$ cat src/rtl/apb_pkg.sv
// apb_pkg: shared FSM encoding and default sizes for the APB arbitrating master
package apb_pkg;
  localparam int APB_AW = 9;
  localparam int APB_DW = 8;
  localparam int APB_TMO = 16;
  typedef enum logic [1:0] {IDLE, SETUP, ACCESS, RESP} apb_state_t;
endpackage

$ cat src/rtl/apb_rr_arb2.sv
// apb_rr_arb2: two-way round-robin arbiter, last-grant bit moves only on a grant
module apb_rr_arb2 (
  input  logic       pclk,
  input  logic       presetn,
  input  logic [1:0] req,
  input  logic       en,
  output logic [1:0] gnt
);
  logic last;
  always_comb gnt = !en ? 2'b00 : &req ? (last ? 2'b01 : 2'b10) : req;
  always_ff @(posedge pclk) begin
    if (!presetn) last <= 1'b1;
    else if (|gnt) last <= gnt[1];
  end
endmodule

$ cat src/rtl/apb_arb_master.sv
// apb_arb_master: arbitrates two requesters onto one APB master port with a wait-cycle timeout
module apb_arb_master
  import apb_pkg::*;
#(
  parameter int AW  = APB_AW,
  parameter int DW  = APB_DW,
  parameter int TMO = APB_TMO
) (
  input  logic          pclk,
  input  logic          presetn,
  input  logic          req0_valid,
  output logic          req0_ready,
  input  logic          req0_write,
  input  logic [AW-1:0] req0_addr,
  input  logic [DW-1:0] req0_wdata,
  input  logic          req1_valid,
  output logic          req1_ready,
  input  logic          req1_write,
  input  logic [AW-1:0] req1_addr,
  input  logic [DW-1:0] req1_wdata,
  output logic          rsp_valid,
  output logic          rsp_id,
  output logic [DW-1:0] rsp_rdata,
  output logic          rsp_err,
  output logic          psel1,
  output logic          psel2,
  output logic          penable,
  output logic          pwrite,
  output logic [AW-1:0] paddr,
  output logic [DW-1:0] pwdata,
  input  logic [DW-1:0] prdata,
  input  logic          pready,
  input  logic          pslverr
);
  localparam int CW = $clog2(TMO + 1);
  apb_state_t state, nxt;
  logic [CW-1:0] cnt;
  logic [1:0] gnt;
  logic id, wr, err, tmo, busy;
  logic [AW-1:0] addr;
  logic [DW-1:0] wdata, rdata;
  // reset gates the grant so no ready can leak out while presetn is low
  apb_rr_arb2 u_arb (
    .pclk    (pclk),
    .presetn (presetn),
    .req     ({req1_valid, req0_valid}),
    .en      (presetn && state == IDLE),
    .gnt     (gnt)
  );
  assign tmo = cnt == CW'(TMO - 1);
  always_comb begin
    nxt = state == IDLE ? (|gnt ? SETUP : IDLE) :
          state == SETUP ? ACCESS :
          state == ACCESS ? (pready || tmo ? RESP : ACCESS) : IDLE;
    busy = state == SETUP || state == ACCESS;
    req0_ready = gnt[0];
    req1_ready = gnt[1];
    psel1 = busy && !addr[AW-1];
    psel2 = busy && addr[AW-1];
    penable = state == ACCESS;
    pwrite = wr;
    paddr = addr;
    pwdata = wdata;
    rsp_valid = state == RESP;
    rsp_id = rsp_valid && id;
    rsp_rdata = rsp_valid ? rdata : '0;
    rsp_err = rsp_valid && err;
  end
  always_ff @(posedge pclk) begin
    if (!presetn) begin
      state <= IDLE;
      cnt <= '0;
      id <= 1'b0;
      wr <= 1'b0;
      addr <= '0;
      wdata <= '0;
      rdata <= '0;
      err <= 1'b0;
    end else begin
      state <= nxt;
      if (state == IDLE && |gnt) begin
        id <= gnt[1];
        wr <= gnt[1] ? req1_write : req0_write;
        addr <= gnt[1] ? req1_addr : req0_addr;
        wdata <= gnt[1] ? req1_wdata : req0_wdata;
        cnt <= '0;
      end
      // pready wins over the timeout on the last allowed ACCESS cycle
      if (state == ACCESS) begin
        if (pready) begin
          rdata <= wr ? '0 : prdata;
          err <= pslverr;
        end else if (tmo) begin
          rdata <= '0;
          err <= 1'b1;
        end else cnt <= cnt + CW'(1);
      end
    end
  end
endmodule

$ cat config.mk
export PLATFORM = sky130hd
export DESIGN_NAME = apb_arb_master
export DESIGN_NICKNAME = d
export VERILOG_FILES = /design/src/rtl/apb_pkg.sv /design/src/rtl/apb_rr_arb2.sv /design/src/rtl/apb_arb_master.sv
export SDC_FILE = /design/constraint.sdc
export NUM_CORES = 1
export LEC_CHECK = 0
export CORE_MARGIN = 1
export CORE_UTILIZATION = 25
export CTS_CLUSTER_SIZE = 24
export DETAILED_ROUTE_END_ITERATION = 8
export GPL_TIMING_DRIVEN = 1
export SLEW_MARGIN = 20
export SYNTH_ARGS = -nofsm -noshare
export SYNTH_HDL_FRONTEND = slang
export SYNTH_SLANG_ARGS = --single-unit
$ cat constraint.sdc
create_clock -name pclk -period 1.7 [get_ports pclk]
set_clock_uncertainty 0.05 [all_clocks]
set_input_delay 0.51 -clock pclk [delete_from_list [all_inputs] [get_ports pclk]]
set_output_delay 0.51 -clock pclk [all_outputs]
set_load 0.05 [all_outputs]
# Word-level counts from Yosys, hierarchy flattened
# Index checks and enable logic that the tools add are counted.
# op_classes
add_sub_neg,1
eq_ne,4
mux,21
reduce_logical,14
# ops
operator,count
two-way mux 8 bit,5
two-way mux 5 bit,4
two-way mux 2 bit,6
two-way mux 9 bit,1
logical AND 1 bit,6
adder 5 x 1 -> 5 bit (second input constant),1
equality test 5 x 4 -> 1 bit (second input constant),1
two-way mux 1 bit,5
equality test 2 bit (second input constant),2
AND reduction 2 bit,2
equality test 2 x 1 -> 1 bit (second input constant),1
logical NOT 2 bit,1
logical OR 1 bit,2
nonzero test 2 bit,1
OR reduction 2 bit,1
logical NOT 1 bit,1
# totals
ff_bits,36
input_bits,50
output_inout_bits,34
word_cells,49

# Longest topological paths before layout
# Gate-level depths: netlist of the first run.
# depth
word_depth,9
ltp_mapped,7
depth_no_buf,6

# Hierarchy
# A second synthesis of the first run with hierarchy kept.
# unflattened
hier_cells,193
area_unflattened_um2,1796.7
# by_module_without_submodules
module,instances,cells_each,area_per_inst_um2,seq_area_each_um2
apb_arb_master,1,185,1740.4,700.7
apb_rr_arb2,1,8,56.3,20.0

# Worst setup path after synthesis of the first run
# No wires, ideal clock.
# synth_timing
path_type,reg-to-output
from,register state[0]
to,output port rsp_err
arrival_time_ns,1.420
setup_slack_ns,-0.280
path_stages_with_launch,3
cell_sequence,dfxtp_1 -> ha_1 -> and2_1
# synth_via
elab_chain_len,2
# synth_lines
item,line_no,rtl
start: declaration,apb_arb_master.sv:36,"apb_state_t state, nxt;"
start signal: assignment,apb_arb_master.sv:80,state <= nxt;
equality test 2 bit,apb_arb_master.sv:64,rsp_valid = state == RESP;
named net rsp_valid,apb_arb_master.sv:21,"output logic rsp_valid,"
logical AND 1 bit,apb_arb_master.sv:67,rsp_err = rsp_valid && err;
end: declaration,apb_arb_master.sv:24,"output logic rsp_err,"
# The timed path passes the listed nets, and every way through them passes these cells.

# Worst setup path in the final report of the first run
# layout_timing
from,register state[1]
to,output port req0_ready
# layout_via
elab_chain_len,3
# layout_lines
item,line_no,rtl
logical NOT 2 bit,apb_arb_master.sv:47,".en (presetn && state == IDLE),"
logical AND 1 bit,apb_arb_master.sv:47,
two-way mux 2 bit,apb_rr_arb2.sv:10,always_comb gnt = !en ? 2'b00 : &req ? (last ? 2'b01 : 2'b10) : req;
end: declaration,apb_arb_master.sv:12,"output logic req0_ready,"
# Every way passes these cells.

==> results.json, run 1 <==
{
  "number_of_fill_cells_in_the_layout": 637,
  "grt_pass1_wl_mm": 8.82,
  "gp_congestion": 0.778,
  "tmin_final_ns": 1.89,
  "seq_power_share": 0.427,
  "register_area_um2": 723,
  "number_of_synthesized_flops_with_an_enable_pin": 0,
  "areaGrowthSynthToFinish_pct": 84.6,
  "timing_worst_slew_pin_value_ns": 0.259,
  "wirelength_mm": 5.59,
  "fin_crit_sh": 1.11,
  "hold-path-cell-count": 2,
  "cts_hold_repair.buffers": 0,
  "worstSetupStartpoint": "state[1]",
  "root_buffer": "sky130_fd_sc_hd__clkbuf_8",
  "routed_wire_length_per_instance_um": 14.0,
  "die-width_um": 86.9,
  "combPwrFrac": 0.313,
  "rsz0062_at_grt": "true",
  "final-setup-viol-count": 15,
  "number_of_buffer_and_inverter_instances_along_the_worst_setup_path": 2,
  "reg2reg_depth": 8,
  "antenna_violations_before_repair": 0,
  "dp_hpwl_mm": 4.03,
  "worstPathRequired_ns": 1.14,
  "post_synth_main_area_contributors": "sky130_fd_sc_hd__dfxtp_1, sky130_fd_sc_hd__a32oi_1, sky130_fd_sc_hd__nand4_1",
  "final-instance-count-excl-fill": 399,
  "violated_checks": "setup timing",
  "hold_path.class": "register to register",
  "outcome": "complete, but fails checks",
  "cts.sink_count": 36,
  "io_pins": 84,
  "max_stage_delay_ns": 0.35,
  "fp-row-count": 30,
  "synthesis.yosys.warnings": 0,
  "seq_area_frac_synth": 0.400,
  "async_flop_share": 0,
  "placeableCoreArea_um2": 6870,
  "cts_buffers": 5,
  "die_h_um": 86.9,
  "worstSkewPairLatency_ns": 0.28,
  "cp_data_arrival_time_ns": 1.33,
  "worst_setup_path_end_kind": "output port",
  "slowest_cell_on_the_critical_path": "sky130_fd_sc_hd__dfxtp_2",
  "io_buffer_count": 83,
  "timing_worst_setup_path_type": "register to output port",
  "synth_area_per_cell_um2": 8.88,
  "final_layout_size_suffix_gt1_frac": 0.317,
  "worstPathMaxFanout": 3,
  "numPlacedInstances": 384,
  "starting_density_of_the_core": 0.262,
  "multi_input_comb_area_um2": 1010,
  "cts-htree-levels": 2,
  "yosys.area_share.adder": 0.0347,
  "clockBufferDepth": 2,
  "postSynthNetCount": 258,
  "max_slew_margin": 0.825,
  "layout.nets": 358,
  "largest_net_degree_at_the_start_of_global_routing": 35,
  "die-area_um2": 7560,
  "setup.worst_path.start_class": "register",
  "max-vdd-ir-drop_v": 0.000292,
  "power_switching_uw": 663,
  "grt_util_all_layers": 0.149,
  "detail_route.first_pass.iterations": 4,
  "syn-cell-area_um2": 1800,
  "timing.final.max_slew_violations": 0,
  "ordered_list_of_cells_on_the_worst_path": "inv_2 -> ha_4 -> and2_4 -> and3_4 -> buf_12",
  "num_antenna_cells": 0,
  "cellLeakagePower_uw": 0.00122,
  "fin_setup_tns_ns": -2.03,
  "finalHoldViolCount": 0,
  "synth_mux_area_frac": 0,
  "clk_pin_slew_worst_paths_ns": 0.07,
  "worst_hold_startpoint": "err",
  "critical_path.top_delay_family": "flip-flops",
  "vias_in_the_first_global_route": 1914,
  "path_depth": 5,
  "powerDensity_nw_per_um2": 658,
  "max_freq_ghz": 0.528,
  "ant_nets": 0,
  "detail_route.iter0.violations": 102,
  "internal_power_uw": 1530,
  "synth_seq_cells": 36,
  "vias": 1972,
  "combinational_family_with_the_most_area_after_synthesis": "compound AO/OA/AOI/OAI gates",
  "r2r-start": "state[1]",
  "maxCapViolCount": 0,
  "detail_route.vias_per_cell": 4.94,
  "clock_tree_from_tritoncts": "yes",
  "synth_simple_gate_area_share": 0.244,
  "setup_slack_ns": -0.193,
  "synth_xor_area_frac": 0,
  "synth_largest_area_cell": "sky130_fd_sc_hd__dfxtp_1",
  "clock_power_share": 0.260,
  "compound_gate_portion_of_the_synthesized_area": 0.249,
  "drc_errors": 0,
  "netlist_instances": 203,
  "post_synth_num_cell_types": 37,
  "switching_share": 0.303,
  "synth_top_cell_area_share": 0.400,
  "synth-main-ff-cell": "sky130_fd_sc_hd__dfxtp_1",
  "gr-total-overflow": 0
}
## power by group through the flow
stage	Clock, µW	Combinational (µW)	Sequential, µW
after floorplan	0	218	1040
after global placement	0	648	952
after detailed placement	0	651	953
after CTS	597	667	936
after global routing	629	726	941
final	569	686	935
## flip-flops by register name, indices dropped and copies added (netlist names), 2 cells and up
signal and count:
paddr 9, pwdata 8, rdata 8, cnt 5, state 2
## synthesized netlist by cell type, types with 2 or more instances
library cell,number
sky130_fd_sc_hd__dfxtp_1,36
sky130_fd_sc_hd__a21oi_1,21
sky130_fd_sc_hd__nand4_1,19
sky130_fd_sc_hd__a32oi_1,16
sky130_fd_sc_hd__nand2_1,12
sky130_fd_sc_hd__and2_1,11
sky130_fd_sc_hd__nand3_1,11
sky130_fd_sc_hd__a31oi_1,10
sky130_fd_sc_hd__nand2b_1,10
sky130_fd_sc_hd__inv_1,6
sky130_fd_sc_hd__buf_2,5
sky130_fd_sc_hd__clkbuf_1,5
sky130_fd_sc_hd__ha_1,5
sky130_fd_sc_hd__o21ai_0,4
sky130_fd_sc_hd__buf_4,3
sky130_fd_sc_hd__nor2b_1,3
sky130_fd_sc_hd__o211ai_1,3
sky130_fd_sc_hd__and3_1,2
sky130_fd_sc_hd__buf_6,2
sky130_fd_sc_hd__or3_1,2
## worst paths after layout
kind | end | slack (ns)
min reg2reg | err | 0.39
max | req0_ready | -0.19
max reg2reg | paddr[0] | 0.07
min | err | 0.39
## area by class of cell
cell class | count | area share
Clock buffer | 6 | 0.0218
Inverter | 7 | 0.00865
Clock inverter | 1 | 0.00150
Timing Repair Buffer | 109 | 0.411
Sequential cell | 36 | 0.217
Tap cell | 96 | 0.0361
Multi-Input combinational cell | 144 | 0.303
## placed cells by master, fill, tap and decap left out, types with 2 or more instances in the layout
cell type / synthesis / layout
sky130_fd_sc_hd__nand4_1: 19 / 19
sky130_fd_sc_hd__inv_1: 6 / 4
sky130_fd_sc_hd__clkbuf_8: 0 / 5
sky130_fd_sc_hd__a31oi_1: 10 / 10
sky130_fd_sc_hd__ha_1: 5 / 2
sky130_fd_sc_hd__and2_2: 0 / 10
sky130_fd_sc_hd__buf_12: 0 / 34
sky130_fd_sc_hd__clkdlybuf4s50_1: 0 / 46
sky130_fd_sc_hd__a32oi_1: 16 / 15
sky130_fd_sc_hd__a21oi_1: 21 / 21
sky130_fd_sc_hd__nor2b_1: 3 / 2
sky130_fd_sc_hd__or3_1: 2 / 2
sky130_fd_sc_hd__inv_2: 1 / 2
sky130_fd_sc_hd__ha_2: 0 / 2
sky130_fd_sc_hd__o211ai_1: 3 / 3
sky130_fd_sc_hd__buf_4: 3 / 25
sky130_fd_sc_hd__nand2_1: 12 / 12
sky130_fd_sc_hd__dfxtp_2: 0 / 2
sky130_fd_sc_hd__nand3_1: 11 / 11
sky130_fd_sc_hd__dfxtp_1: 36 / 34
sky130_fd_sc_hd__nand2b_1: 10 / 10
sky130_fd_sc_hd__o21ai_0: 4 / 4
sky130_fd_sc_hd__and2_4: 1 / 2
## worst register-to-register path, cell delays in order, from the launching register on
cell                      delay [ns]
sky130_fd_sc_hd__dfxtp_2        0.35
sky130_fd_sc_hd__inv_2          0.06
sky130_fd_sc_hd__ha_4           0.16
sky130_fd_sc_hd__and2_4         0.17
sky130_fd_sc_hd__buf_4          0.13
sky130_fd_sc_hd__buf_4          0.13
sky130_fd_sc_hd__buf_8          0.16
sky130_fd_sc_hd__a32oi_1        0.23
sky130_fd_sc_hd__a21oi_1        0.09
## stage by stage
step           power, µW  instance area (µm²)  utilization  hold slack, ns  worst slack [ns]
6_report            2190                 3330        0.485           0.390            -0.193
5_1_grt             2300                 3330        0.485           0.430            -0.225
4_1_cts             2200                 3270        0.476           0.397            -0.188
3_5_place_dp        1600                 3150        0.459           0.386            -0.412
3_3_place_gp        1600                 3150        0.459           0.381            -0.384
2_1_floorplan       1250                 1830            -           0.368           -0.0348
## metal layers
| layer | vias up | global-route usage | share of wire |
|---|---|---|---|
| li1 | 973 | - | - |
| met1 | 936 | 0.194 | 0.43 |
| met2 | 54 | 0.243 | 0.50 |
| met3 | 9 | 0.0209 | 0.045 |
| met4 | 0 | 0.0682 | 0.021 |
| met5 | - | 0 | 0 |
## kinds of logic after synthesis
| logic type | Yosys count |
|---|---|
| adder cells (fa/ha/maj) | 5 |
| AO/OA/AOI/OAI | 63 |
| buffers and inverters | 23 |
| flip-flops | 36 |
| AND/OR/NAND/NOR | 76 |
## repair_timing
action | CTS | global route
endpoints found under the setup margin | 18 | 17
gates resized for setup | 13 | 7
pin swaps | 2 | 0
buffers inserted | 3 | 5
Power figures use the tool's default switching activity.
==> inputs of run 2 (changes only) <==
- CORE_ASPECT_RATIO: not set -> 0.75
==> results.json, run 2 (synthesis results as in run 1) <==
{
  "cellLeakagePower_uw": 0.00128,
  "hold_path.class": "register to register",
  "final_layout_size_suffix_gt1_frac": 0.321,
  "clk_pin_slew_worst_paths_ns": 0.07,
  "io_buffer_count": 83,
  "vias": 1978,
  "rsz0062_at_grt": "true",
  "detailedPlace.worstSlack_ns": -0.442,
  "r2r-start": "state[1]",
  "routed_wire_length_per_instance_um": 14.6,
  "setup_slack_ns": -0.193,
  "die-area_um2": 7560,
  "cts.sink_count": 36,
  "violated_checks": "setup timing",
  "outcome": "complete, but fails checks",
  "tmin_final_ns": 1.89,
  "finalHoldViolCount": 0,
  "leading_cell_type_in_the_layout_fill_and_taps_excluded": "sky130_fd_sc_hd__clkdlybuf4s50_1",
  "max_freq_ghz": 0.528,
  "worstPathMaxFanout": 5,
  "gr-total-overflow": 0,
  "max_slew_margin": 0.776,
  "largest_register_ffs": 9,
  "die_h_um": 75.5,
  "fin_crit_sh": 1.11,
  "fp-row-count": 26,
  "worst_r2r_endpoint": "cnt[3]",
  "detail_route.first_pass.iterations": 4,
  "io_pins": 84,
  "die-width_um": 100,
  "timing_worst_setup_path_type": "register to output port",
  "placeableCoreArea_um2": 6900,
  "worst-r2r-setup-slack_ns": 0.09,
  "cp_data_arrival_time_ns": 1.33,
  "worst_setup_path_end_kind": "output port",
  "most-common-layout-cells": "sky130_fd_sc_hd__clkdlybuf4s50_1, sky130_fd_sc_hd__buf_12, sky130_fd_sc_hd__dfxtp_1, sky130_fd_sc_hd__buf_4, sky130_fd_sc_hd__a21oi_1",
  "gp_congestion": 0.735,
  "timing_worst_slew_pin_value_ns": 0.335,
  "detail_route.iter0.violations": 70,
  "final-setup-viol-count": 16,
  "detail_route.vias_per_cell": 4.87,
  "root_buffer": "sky130_fd_sc_hd__clkbuf_8",
  "starting_density_of_the_core": 0.261,
  "grt_pass1_wl_mm": 9.19,
  "num_antenna_cells": 0,
  "cts-htree-levels": 2,
  "hold_ws_ns": 0.398,
  "powerDensity_nw_per_um2": 716,
  "end_of_flow_core_utilization": 0.501,
  "worstSkewPairLatency_ns": 0.29,
  "worstPathRequired_ns": 1.14,
  "timing.final.max_slew_violations": 0,
  "critical_path.endpoint": "rsp_rdata[7]",
  "clockBufferDepth": 2,
  "dp_hpwl_mm": 4.13,
  "areaGrowthSynthToFinish_pct": 91.8,
  "maxCapViolCount": 0,
  "largest_net_degree_at_the_start_of_global_routing": 35,
  "antenna_violations_before_repair": 0,
  "max-vdd-ir-drop_v": 0.000307,
  "drc_errors": 0,
  "wirelength_mm": 5.93,
  "vias_in_the_first_global_route": 1807,
  "grt_util_all_layers": 0.158,
  "ant_nets": 0,
  "layout.nets": 362,
  "cts_buffers": 5,
  "setup.worst_path.start_class": "register",
  "reg2reg_depth": 5,
  "worstSetupStartpoint": "state[1]",
  "clock_tree_from_tritoncts": "yes"
}
## run 2: cell count changes in the layout (fill, tap and decap cells not counted), sizes merged
cell / change
clkinv: -1
bufinv: +1
buf: +4
clkbuf: +1
## run 2: area by class of cell
| class | instances | area [µm²] |
|---|---|---|
| clock buffers | 7 | 96.3 |
| flip-flops and latches | 36 | 723 |
| inverters | 7 | 26.3 |
| clock inverters | 1 | 30.0 |
| fillers | 655 | 3440 |
| repair buffers | 113 | 1440 |
| multi-input cells | 144 | 1020 |
| well taps | 98 | 123 |
## run 2: per-stage QoR
stage / total power, µW / setup TNS (ns) / instances / instance area (µm²)
after CTS: 2490 / -2.64 / 399 / 3370
after floorplan: 1250 / -0.0476 / 203 / 1830
final: 2480 / -2.55 / 406 / 3460
after global routing: 2590 / -3.22 / 406 / 3460
after global placement: 1620 / -6.82 / 389 / 3200
after detailed placement: 1630 / -7.72 / 389 / 3200
## run 2: worst min path at each step
stage	start	end	cells past startpoint
floorplan	err	err	2
global placement	err	err	2
detailed placement	err	err	2
CTS	err	err	2
global route	err	err	2
finish	err	err	2
## run 2: routing by layer
metal | track usage | part of all wire | vias to the layer above
met5 | 0 | 0 | -
met4 | 0.0596 | 0.013 | 0
met3 | 0.0330 | 0.046 | 8
met2 | 0.244 | 0.45 | 56
met1 | 0.220 | 0.49 | 937
li1 | - | - | 977
## run 2: what timing repair did
item / CTS / global route
gates resized for setup: 12 / 18
endpoints found under the setup margin: 18 / 25
buffers inserted: 2 / 7
pin swaps: 2 / 3
hold buffers: 0 / 0
## run 2: critical path, cell delays in order, from the launching register on
cell and delay, ns:
sky130_fd_sc_hd__dfxtp_2 0.33, sky130_fd_sc_hd__buf_6 0.12, sky130_fd_sc_hd__ha_4 0.16, sky130_fd_sc_hd__buf_6 0.13, sky130_fd_sc_hd__and2_4 0.16, sky130_fd_sc_hd__buf_12 0.14
## run 2: power by group
group | leakage (µW) | switching [µW] | internal, µW
clock network | 0.0000645 | 319 | 518
logic | 0.000917 | 332 | 373
registers | 0.000294 | 46.1 | 888
